===== src/rtl/sram_like_arbiter.sv =====
// sram_like_arbiter: two SRAM-like masters (inst = id 0, data = id 1) onto one slave port.
// Optional macro ARB_RR_EN selects round-robin tie-breaking; without it the data master wins ties.
module sram_like_arbiter #(
    parameter int ADDR_W      = 32,
    parameter int DATA_W      = 32,
    parameter int OUTSTANDING = 4
) (
    input  logic                          clk,
    input  logic                          reset,

    input  logic                          inst_req,
    input  logic                          inst_wr,
    input  logic [1:0]                    inst_size,
    input  logic [ADDR_W-1:0]             inst_addr,
    input  logic [DATA_W/8-1:0]           inst_wstrb,
    input  logic [DATA_W-1:0]             inst_wdata,
    output logic                          inst_addr_ok,
    output logic                          inst_data_ok,
    output logic [DATA_W-1:0]             inst_rdata,

    input  logic                          data_req,
    input  logic                          data_wr,
    input  logic [1:0]                    data_size,
    input  logic [ADDR_W-1:0]             data_addr,
    input  logic [DATA_W/8-1:0]           data_wstrb,
    input  logic [DATA_W-1:0]             data_wdata,
    output logic                          data_addr_ok,
    output logic                          data_data_ok,
    output logic [DATA_W-1:0]             data_rdata,

    output logic                          mem_req,
    output logic                          mem_wr,
    output logic [1:0]                    mem_size,
    output logic [ADDR_W-1:0]             mem_addr,
    output logic [DATA_W/8-1:0]           mem_wstrb,
    output logic [DATA_W-1:0]             mem_wdata,
    input  logic                          mem_addr_ok,
    input  logic                          mem_data_ok,
    input  logic [DATA_W-1:0]             mem_rdata,

    output logic [$clog2(OUTSTANDING):0]  outstanding_cnt
);

    // Handshake: a request transfers on a cycle where req (valid) and addr_ok (ready) are both
    // high; responses are single-cycle data_ok pulses returned strictly in request order.

    localparam int PTR_W = $clog2(OUTSTANDING);
    localparam int CNT_W = PTR_W + 1;

    logic                   locked_q, locked_d;
    logic                   locked_id_q, locked_id_d;
    logic [OUTSTANDING-1:0] fifo_id_q;
    logic [PTR_W-1:0]       wr_ptr_q, rd_ptr_q;
    logic [CNT_W-1:0]       cnt_q, cnt_d;

    logic grant_id;
    logic grant_req;
    logic fifo_full;
    logic fifo_empty;
    logic push;
    logic pop;
    logic head_id;

`ifdef ARB_RR_EN
    logic last_grant_q;

    always_ff @(posedge clk) begin
        if (reset) begin
            last_grant_q <= 1'b0;
        end else if (push) begin
            last_grant_q <= grant_id;
        end
    end
`endif

    assign fifo_full  = (cnt_q == CNT_W'(OUTSTANDING));
    assign fifo_empty = (cnt_q == '0);
    assign head_id    = fifo_id_q[rd_ptr_q];

    // A pending address handshake pins the grant so mem_* stays stable until accepted.
    always_comb begin
        grant_id = 1'b0;
        if (locked_q) begin
            grant_id = locked_id_q;
        end else if (inst_req && data_req) begin
`ifdef ARB_RR_EN
            grant_id = ~last_grant_q;
`else
            grant_id = 1'b1;
`endif
        end else if (data_req) begin
            grant_id = 1'b1;
        end
    end

    always_comb begin
        grant_req = inst_req;
        mem_wr    = inst_wr;
        mem_size  = inst_size;
        mem_addr  = inst_addr;
        mem_wstrb = inst_wstrb;
        mem_wdata = inst_wdata;
        if (grant_id) begin
            grant_req = data_req;
            mem_wr    = data_wr;
            mem_size  = data_size;
            mem_addr  = data_addr;
            mem_wstrb = data_wstrb;
            mem_wdata = data_wdata;
        end
    end

    assign mem_req      = grant_req & ~fifo_full;
    assign push         = mem_req & mem_addr_ok;
    assign pop          = mem_data_ok & ~fifo_empty;

    assign inst_addr_ok = push & ~grant_id;
    assign data_addr_ok = push & grant_id;

    assign inst_data_ok = pop & ~head_id;
    assign data_data_ok = pop & head_id;
    assign inst_rdata   = mem_rdata;
    assign data_rdata   = mem_rdata;

    assign outstanding_cnt = cnt_q;

    always_comb begin
        locked_d    = locked_q;
        locked_id_d = locked_id_q;
        if (mem_addr_ok) begin
            locked_d = 1'b0;
        end else if (mem_req) begin
            locked_d    = 1'b1;
            locked_id_d = grant_id;
        end
    end

    always_comb begin
        cnt_d = cnt_q;
        unique case ({push, pop})
            2'b10:   cnt_d = cnt_q + CNT_W'(1);
            2'b01:   cnt_d = cnt_q - CNT_W'(1);
            default: cnt_d = cnt_q;
        endcase
    end

    always_ff @(posedge clk) begin
        if (reset) begin
            locked_q    <= 1'b0;
            locked_id_q <= 1'b0;
        end else begin
            locked_q    <= locked_d;
            locked_id_q <= locked_id_d;
        end
    end

    // Pointers are PTR_W bits wide, so they wrap modulo OUTSTANDING on their own.
    always_ff @(posedge clk) begin
        if (reset) begin
            fifo_id_q <= '0;
            wr_ptr_q  <= '0;
            rd_ptr_q  <= '0;
            cnt_q     <= '0;
        end else begin
            if (push) begin
                fifo_id_q[wr_ptr_q] <= grant_id;
                wr_ptr_q            <= wr_ptr_q + PTR_W'(1);
            end
            if (pop) begin
                rd_ptr_q <= rd_ptr_q + PTR_W'(1);
            end
            cnt_q <= cnt_d;
        end
    end

endmodule


===== config.mk =====
export PLATFORM = sky130hd
export DESIGN_NAME = sram_like_arbiter
export DESIGN_NICKNAME = d
export VERILOG_FILES = /design/src/rtl/sram_like_arbiter.sv
export SDC_FILE = /design/constraint.sdc
export NUM_CORES = 1
export LEC_CHECK = 0
export ABC_AREA = 1
export BUFFER_PORTS_ARGS = -buffer_cell sky130_fd_sc_hd__clkbuf_2
export CAP_MARGIN = 20
export CORE_AREA = 8 8 118 120
export CTS_CLUSTER_DIAMETER = 100
export DETAILED_ROUTE_END_ITERATION = 8
export DIE_AREA = 0 0 126 128
export PLACE_DENSITY_LB_ADDON = 0.3
export SLEW_MARGIN = 20
export SYNTH_ARGS = -nofsm -noshare
export SYNTH_HDL_FRONTEND = slang
export SYNTH_SLANG_ARGS = --single-unit

===== constraint.sdc =====
create_clock -name clk -period 5.2 [get_ports clk]
set_input_delay 1.04 -clock clk [delete_from_list [all_inputs] [get_ports clk]]
set_output_delay 1.04 -clock clk [all_outputs]
set_load 0.02 [all_outputs]

==> results of run 1 <==
[cell families (layout without fill, tap and decap cells)]
logic type,after synthesis,in the layout
simple gates,257,257
buf+inv,101,253
compound gates,17,17
flops,13,13
fa+ha+maj,6,6
[final cells by class]
cell class	count	area [um^2]	area share, %
flip-flops and latches	13	260	8.65
clock buffers	4	78.8	2.62
repair buffers	228	1160	38.5
inverters	21	78.8	2.62
well taps	150	188	6.24
multi-input cells	280	1240	41.3
[worst paths after layout]
kind	to	slack, ns	from	cells after the start
min	outstanding_cnt[0]	0.48	outstanding_cnt[0]	2
min reg2reg	outstanding_cnt[0]	0.48	outstanding_cnt[0]	2
max reg2reg	outstanding_cnt[2]	3.12	outstanding_cnt[0]	10
max	mem_size[1]	1.79	data_req	7
[power breakdown]
group	internal (mW)	switching [mW]
clock	0.104	0.0443
combinational	0.176	0.320
sequential	0.120	0.0160
[cells in the mapped netlist, types with 2 or more instances]
| master | number |
|---|---|
| nand2_1 | 229 |
| inv_1 | 20 |
| ha_1 | 5 |
| a211oi_1 | 2 |
| nor2_1 | 12 |
| a21oi_1 | 7 |
| buf_6 | 4 |
| o21bai_1 | 4 |
| nand2_2 | 2 |
| dfxtp_1 | 13 |
| nand3_1 | 5 |
| buf_4 | 64 |
| nand3_2 | 3 |
| clkbuf_1 | 4 |
| buf_2 | 8 |
[through the flow]
step	worst slack, ns	hold slack, ns
2_1_floorplan	2.41	0.477
3_3_place_gp	1.77	0.483
3_5_place_dp	1.75	0.477
4_1_cts	1.74	0.488
5_1_grt	1.66	0.498
6_report	1.79	0.482
[worst max-delay path: cells and delay by family]
family                 cells  cell delay, ns
buffers and inverters      3            0.82
AND/OR/NAND/NOR            4            0.44
[registers in the layout, summed over array words and instances, names as in the netlist]
register and flops:
fifo_id_q 4, rd_ptr_q 2, locked_q 1, outstanding_cnt 3
wr_ptr_q 2, locked_id_q 1
[layer usage]
metal  routed length, um  track usage (%)  share of wire (%)  up-vias
met1                4050             13.1                 38     1150
li1                    -                -                  -     1424
met5                   0                0                  0        -
met3                1150             5.16                 11        6
met4                  34            0.849               0.32        0
met2                5410             21.9                 51      161
==> results.json, run 1 <==
{
  "layout_min_cycle_time_ns": 3.41,
  "yosysSeqAreaShare_pct": 12.0,
  "fin_cells": 696,
  "final_cell_mix": "229 x nand2_1, 226 x clkbuf_2, 20 x inv_1",
  "clkTransAtPathRegs_ns": 0.04,
  "syn-cell-area_um2": 2160,
  "syn_to_final_growth_pct": 39.0,
  "hp-class": "reg -> reg",
  "leakage_nw": 1.95,
  "place_inst": 692,
  "cts_resized": 0,
  "hpwl_mm": 9.18,
  "cp_slowest_cell": "buf_4",
  "p_total_uw": 780,
  "maxCapViolCount": 0,
  "final_area_um2": 3010,
  "finish.utilization_pct": 24.6,
  "wl_mm": 10.6,
  "antenna_found_initial": 0,
  "status": "completed",
  "final_common_cell": "nand2_1",
  "period_share_pct": 65.6,
  "yosysWarnings": 0,
  "track_usage_pct": 12.0,
  "grt_pass1_wl_mm": 15.4,
  "final.setup.tns_ns": 0,
  "clockBufferDepth": 2,
  "yosys.cell_types.count": 27,
  "layout-drive-gt1-share_pct": 44.1,
  "ant_nets": 0,
  "htree_levels": 1,
  "cp.required_ns": 4.16,
  "die_w_um": 126,
  "synth_top_family_by_area": "simple AND/OR/NAND/NOR gates",
  "overflow": 0,
  "critPathLaunchType": "input pin",
  "async_flop_share_pct": 0,
  "slew_violations": 0,
  "drt-vias-per-instance": 3.94,
  "synth_fa_ha_area_share_pct": 3.82,
  "power.density_nw_per_um2": 259,
  "dieArea_um2": 16100,
  "postCtsHoldBufs": 0,
  "routabilityCongestion": 0.833,
  "drc": 0,
  "wire_per_inst_um": 15.3,
  "fin_skew_ns": 0.00352,
  "worstSkewPairLatency_ns": 0.24,
  "tightestPinTransition_ns": 0.723,
  "cts_buffers": 3,
  "grt_max_degree": 73,
  "yosys-top-cells-area": "nand2_1 40%, buf_4 22%, dfxtp_1 12%, inv_1 3.5%, ha_1 2.9%",
  "n_fill_cell": 1450,
  "num_vias": 2741,
  "drtIter0Drc": 153,
  "synth_top_area_cell": "nand2_1",
  "synth_cells": 394,
  "synth_compound_area_share_pct": 5.73,
  "crit_chain": "clkbuf_2, nand2_2, nand2_2, buf_4, nand2_1, nand2_1, clkbuf_2",
  "crit_path_max_fanout": 72,
  "syn-num-nets": 580,
  "ys_ff_latch": 13,
  "post-cts-setup-buffers": 0,
  "port_buffers": 226,
  "synth_xor_xnor_area_share_pct": 0,
  "relSlewSlack_pct": 51.8,
  "avgSynthCellArea_um2": 5.49,
  "synthFlopType": "dfxtp_1",
  "finalHoldViolations": 0,
  "rsz0062_at_grt": "false",
  "fmax_ghz": 0.293,
  "cts_root_buf": "clkbuf_16",
  "n_antenna_cell": 0,
  "crit_path_end_kind": "output port",
  "cpPeakStageDelay_ns": 0.55,
  "synth_edf_count": 0,
  "worstSetupPathType": "in -> out",
  "arrival_ns": 2.37,
  "ir_drop_mv": 0.200,
  "finalNetCount": 733,
  "grt_pass1_vias": 2575,
  "cts_sinks": 13,
  "yosys-mux-area-fraction_pct": 0,
  "io_pins": 323,
  "place_area_um2": 2930,
  "start_util_pct": 17.7,
  "die_h_um": 128,
  "core_um2": 12200,
  "dr.pass1.iters": 4,
  "finalSetupViolCount": 0,
  "yosys.area_share.simple_pct": 47.9,
  "synth_top_cell_area_share_pct": 39.7,
  "placementRows": 41,
  "cts_tree": "built"
}
No activity file was read; power rests on OpenSTA's default activity.
==> inputs of run 2 (changes only) <==
ABC_AREA = 0   (was 1)
CORE_AREA = 8 8 119 121   (was 8 8 118 120)
DIE_AREA = 0 0 127 129   (was 0 0 126 128)
clock period = 3.26 ns   (was 5.2 ns; I/O delays follow)
==> run 2 against run 1 <==
Compared with the run above: cell count is 24% lower; sequential share of layout area is 0.48 points lower; clock skew is 0.0020 ns higher; critical endpoint unchanged; largest cell class unchanged; largest power group unchanged; highest routed layer unchanged.
==> results.json, run 2 <==
{
  "status": "completed",
  "overflow": 0,
  "cts_sinks": 13,
  "ir_drop_mv": 0.271,
  "timing.rr.start": "outstanding_cnt[2]",
  "layout_min_cycle_time_ns": 2.66,
  "hpwl_mm": 7.44,
  "seq_power_share_pct": 18.9,
  "placementRows": 41,
  "synth_most_common_cell": "buf_4",
  "finalSetupViolCount": 0,
  "path_depth": 4,
  "cts_buffers": 3,
  "crit_path_max_fanout": 26,
  "wl_met1_mm": 3.31,
  "place_inst": 525,
  "crit_path_end_kind": "output port",
  "pwr-share-comb_pct": 62.6,
  "crit_path_start": "locked_q",
  "cts_tree": "built",
  "finish.utilization_pct": 25.9,
  "grt_pass1_wl_mm": 12.0,
  "synth_cells": 220,
  "syn_to_final_growth_pct": 37.9,
  "cp_num_buf_inv": 2,
  "slew_violations": 0,
  "regMostFlops": "fifo_id_q",
  "clkTransAtPathRegs_ns": 0.05,
  "synth_top_area_cell": "mux2_4",
  "final_area_um2": 3180,
  "synthTopCellsByCount": "65 x buf_4, 58 x mux2_4, 13 x dfxtp_1, 13 x mux2_2, 11 x nor2_1",
  "port_buffers": 226,
  "avgSynthCellArea_um2": 10.5,
  "leakage_nw": 1.84,
  "syn-num-nets": 406,
  "clockBufferDepth": 2,
  "synth_edf_count": 0,
  "fin_skew_ns": 0.00555,
  "power.density_nw_per_um2": 390,
  "hold_start": "fifo_id_q[2]",
  "period_share_pct": 81.6,
  "critical_path.top_delay_family": "multiplexers",
  "yosys-top-cells-area": "mux2_4 38%, buf_4 21%, dfxtp_1 11%, mux2_2 6.3%, mux2i_1 3.5%",
  "track_usage_pct": 8.85,
  "yosysWarnings": 0,
  "drt-vias-per-instance": 3.94,
  "syn-cell-area_um2": 2310,
  "switching_power_uw": 512,
  "clkPwrFrac_pct": 18.5,
  "routabilityCongestion": 0.865,
  "io_pins": 323,
  "tightestPinTransition_ns": 0.439,
  "die_w_um": 127,
  "core_um2": 12300,
  "ant_nets": 0,
  "ys_ff_latch": 13,
  "yosysSeqAreaShare_pct": 11.3,
  "final_common_cell": "clkbuf_2",
  "postCtsHoldBufs": 0,
  "holdPathStages": 2,
  "start_util_pct": 18.8,
  "grt_max_degree": 49,
  "n_antenna_cell": 0,
  "r2r_cells": 9,
  "yosys.cell_types.count": 30,
  "worstSkewPairLatency_ns": 0.24,
  "worstSetupPathType": "reg -> out",
  "fmax_ghz": 0.376,
  "maxCapViolCount": 0,
  "hp-class": "reg -> reg",
  "drtIter0Drc": 36,
  "finalNetCount": 566,
  "cpPeakStageDelay_ns": 0.46,
  "finalHoldViolations": 0,
  "rsz0062_at_grt": "false",
  "p_sw_share_pct": 41.2,
  "cts_root_buf": "clkbuf_16",
  "synth_top_cell_area_share_pct": 37.7,
  "drc": 0,
  "fin_cells": 529,
  "num_vias": 2086,
  "wl_met2_mm": 3.79,
  "top_layer": "met4",
  "synthFlopType": "dfxtp_1",
  "arrival_ns": 2.01,
  "cts_resized": 0,
  "crit_chain": "mux2i_4, buf_4, mux2_2, clkbuf_2",
  "place_area_um2": 3100,
  "cp.required_ns": 2.61,
  "grt_pass1_vias": 2251,
  "dr.pass1.iters": 4,
  "wl_met3_mm": 1.11,
  "die_h_um": 129,
  "layout-drive-gt1-share_pct": 81.8,
  "cp_slowest_cell": "dfxtp_1",
  "n_fill_cell": 1334,
  "critPathLaunchType": "register",
  "async_flop_share_pct": 0,
  "antenna_found_initial": 0,
  "internal_power_uw": 730,
  "wire_per_inst_um": 15.6,
  "relSlewSlack_pct": 70.7,
  "final_cell_mix": "226 x clkbuf_2, 58 x mux2_4, 13 x mux2_2, 13 x dfxtp_1, 11 x nor2_1",
  "largest_reg_flops": 4,
  "wl_mm": 8.24,
  "htree_levels": 1,
  "post-cts-setup-buffers": 0,
  "dieArea_um2": 16400,
  "final.setup.tns_ns": 0
}
## run 2: cell count changes in the layout (fill, tap and decap cells not counted), sizes merged, moves of 3 or more
cell    delta
inv       -15
nand2    -226
a21oi      -5
nand2b     +4
o21bai     -4
mux2      +71
xor2       +3
nand3      -8
mux2i      +8
## run 2: per-stage QoR
| step | total power, mW | hold slack (ns) | worst slack (ns) |
|---|---|---|---|
| after floorplan | 0.880 | 0.449 | 0.918 |
| after global placement | 1.01 | 0.464 | 0.663 |
| final | 1.24 | 0.475 | 0.601 |
| after CTS | 1.27 | 0.477 | 0.572 |
| after global routing | 1.34 | 0.496 | 0.507 |
| after detailed placement | 1.02 | 0.468 | 0.599 |
## run 2: final timing paths
| check | slack, ns | to |
|---|---|---|
| max reg2reg | 0.94 | outstanding_cnt[2] |
| max | 0.60 | mem_size[1] |
| min | 0.48 | fifo_id_q[2] |
| min reg2reg | 0.48 | fifo_id_q[2] |
## run 2: tightest hold or removal path: cells and delay by family, from the launching register on
family,cells,cell delay (ns)
mux,1,0.06
simple gates,1,0.06
flops,1,0.30
## run 2: logic make-up (layout without fill, tap and decap cells)
family / after synthesis / after routing / share of synthesized area, %
buffers and inverters: 79 / 238 / 25.4
and+or+nand+nor: 31 / 31 / 7.26
AOI/OAI and AO/OA: 6 / 6 / 2.11
muxes: 80 / 80 / 48.5
xor gates and xnor gates: 5 / 5 / 1.90
DFF: 13 / 13 / 11.3
adders and majority gates: 6 / 6 / 3.58
## run 2: layer usage
| layer | vias to the layer above | global-route usage [%] |
|---|---|---|
| met5 | - | 0 |
| met4 | 0 | 0.910 |
| met2 | 161 | 14.3 |
| met1 | 921 | 10.7 |
| li1 | 998 | - |
| met3 | 6 | 4.26 |
## run 2: power groups by stage
stage                     clock network, mW  registers, mW  logic [mW]
final                                 0.229          0.234       0.778
after global routing                  0.248          0.242       0.845
after CTS                             0.240          0.236       0.791
after detailed placement                  0          0.239       0.785
after global placement                    0          0.237       0.777
after floorplan                           0          0.243       0.637
## run 2: final cells by class
| type | count | area [um^2] | share of cell area (%) |
|---|---|---|---|
| clock buffer | 3 | 75.1 | 2.36 |
| multi-input combinational | 128 | 1480 | 46.3 |
| inverter | 6 | 22.5 | 0.707 |
| timing repair buffer | 228 | 1160 | 36.4 |
| sequential | 13 | 260 | 8.17 |
| tap | 150 | 188 | 5.89 |
| clock inverter | 1 | 5.00 | 0.157 |
==> inputs of run 3 (changes only) <==
CORE_AREA = 8 8 118 120   (was 8 8 119 121)
DIE_AREA = 0 0 126 128   (was 0 0 127 129)
clock period = 2.41 ns   (was 3.26 ns; I/O delays follow)
==> run 3 against run 2 <==
Compared with the run above: global-route usage is 0.75 points higher; core utilization is 1.1 points higher; worst hold slack worse by 0.033 ns.
==> results.json, run 3 (synthesis gave the netlist of run 2 again) <==
{
  "finalNetCount": 572,
  "relSlewSlack_pct": 75.3,
  "start_util_pct": 18.9,
  "cts_sinks": 13,
  "p_sw_share_pct": 40.6,
  "dr.pass1.iters": 3,
  "top_layer": "met4",
  "pwr-share-comb_pct": 63.7,
  "status": "completed",
  "fmax_ghz": 0.433,
  "finalSetupViolCount": 0,
  "wl_met2_mm": 4.04,
  "syn_to_final_growth_pct": 42.6,
  "crit_path_end_kind": "output port",
  "port_buffers": 226,
  "cts_buffers": 3,
  "final_cell_mix": "226 x clkbuf_2, 58 x mux2_4, 13 x mux2_2",
  "internal_power_mw": 1.03,
  "postCtsHoldBufs": 0,
  "routabilityCongestion": 0.823,
  "num_vias": 2127,
  "final.setup.tns_ns": 0,
  "finalHoldViolations": 0,
  "ant_nets": 0,
  "clockBufferDepth": 2,
  "layout_min_cycle_time_ns": 2.31,
  "core_um2": 12200,
  "wl_met1_mm": 3.41,
  "hpwl_mm": 7.46,
  "p_total_mw": 1.74,
  "grt_pass1_vias": 2347,
  "die_w_um": 126,
  "cts_tree": "built",
  "wl_met3_mm": 1.11,
  "place_inst": 527,
  "arrival_ns": 1.83,
  "finish.utilization_pct": 27.0,
  "fin_skew_ns": 0.00264,
  "worstSetupPathType": "reg -> out",
  "final_common_cell": "clkbuf_2",
  "cts_root_buf": "clkbuf_16",
  "layout-drive-gt1-share_pct": 82.1,
  "wire_per_inst_um": 16.2,
  "rsz0062_at_grt": "false",
  "placementRows": 41,
  "power.density_nw_per_um2": 527,
  "maxCapViolCount": 0,
  "drc": 0,
  "ir_drop_mv": 0.540,
  "fin_cells": 536,
  "leakage_nw": 1.90,
  "io_pins": 323,
  "critPathLaunchType": "register",
  "worstSkewPairLatency_ns": 0.24,
  "antenna_found_initial": 1,
  "hp-class": "in -> reg",
  "wl_mm": 8.67,
  "overflow": 0,
  "crit_path_max_fanout": 15,
  "tightestPinTransition_ns": 0.367,
  "drtIter0Drc": 42,
  "cp.required_ns": 1.93,
  "track_usage_pct": 9.59,
  "fin_hold_ws_ns": 0.442,
  "seq_power_share_pct": 18.2,
  "clkTransAtPathRegs_ns": 0.04,
  "drt-vias-per-instance": 3.97,
  "grt_max_degree": 32,
  "regMostFlops": "fifo_id_q",
  "switching_power_uw": 705,
  "period_share_pct": 95.8,
  "die_h_um": 128,
  "clkPwrFrac_pct": 18.1,
  "dieArea_um2": 16100,
  "grt_pass1_wl_mm": 12.8,
  "largest_reg_flops": 4,
  "slew_violations": 0,
  "htree_levels": 1
}
-- run 3: changes by cell type in the layout (fill, tap and decap cells not counted), sizes merged --
cell and delta:
buf +4, bufbuf +1, clkbuf +2, clkinv -1, diode +1
-- run 3: layer usage --
layer  vias up  track usage (%)
li1       1013                -
met3         8             5.53
met5         -                0
met4         0             2.19
met1       936             10.2
met2       170             16.2
-- run 3: power by group through the flow --
stage / logic, mW / registers, mW / clock network [mW]
after global placement: 1.07 / 0.318 / 0
final: 1.11 / 0.316 / 0.314
after floorplan: 0.862 / 0.329 / 0
after CTS: 1.11 / 0.316 / 0.317
after detailed placement: 1.08 / 0.319 / 0
after global routing: 1.19 / 0.326 / 0.329
-- run 3: worst paths after layout --
path	startpoint	end	slack, ns	cells after the start
worst max-delay path	locked_q	mem_wdata[24]	0.10	5
worst min-delay path	mem_addr_ok	locked_q	0.44	2
worst max register to register	locked_id_q	outstanding_cnt[2]	0.15	9
worst min register to register	fifo_id_q[3]	fifo_id_q[3]	0.47	2
-- run 3: critical path: stages (launching register included) --
cell and delay, ns:
dfxtp_2 0.40, mux2i_4 0.31, buf_4 0.21, clkbuf_16 0.21, mux2_4 0.30, clkbuf_2 0.16
-- run 3: area by class of cell --
class,instances,area [um^2]
Antenna cell,1,2.50
Clock buffer,4,78.8
Fill cell,1320,8910
Inverter,6,22.5
Multi-Input combinational cell,128,1480
Sequential cell,13,262
Tap cell,150,188
Timing Repair Buffer,234,1270
-- run 3: what timing repair did --
| item | CTS | global route |
|---|---|---|
| setup buffers | 2 | 0 |
| endpoints found under the setup margin | 1 | 8 |
| resized for setup | 1 | 1 |
| cloned | 1 | 1 |
-- run 3: stage by stage --
step           area [um^2]  worst slack [ns]
2_1_floorplan         2310             0.149
3_3_place_gp          3130            0.0993
3_5_place_dp          3130         -0.000363
4_1_cts               3260            0.0266
5_1_grt               3290            0.0141
6_report              3290             0.102
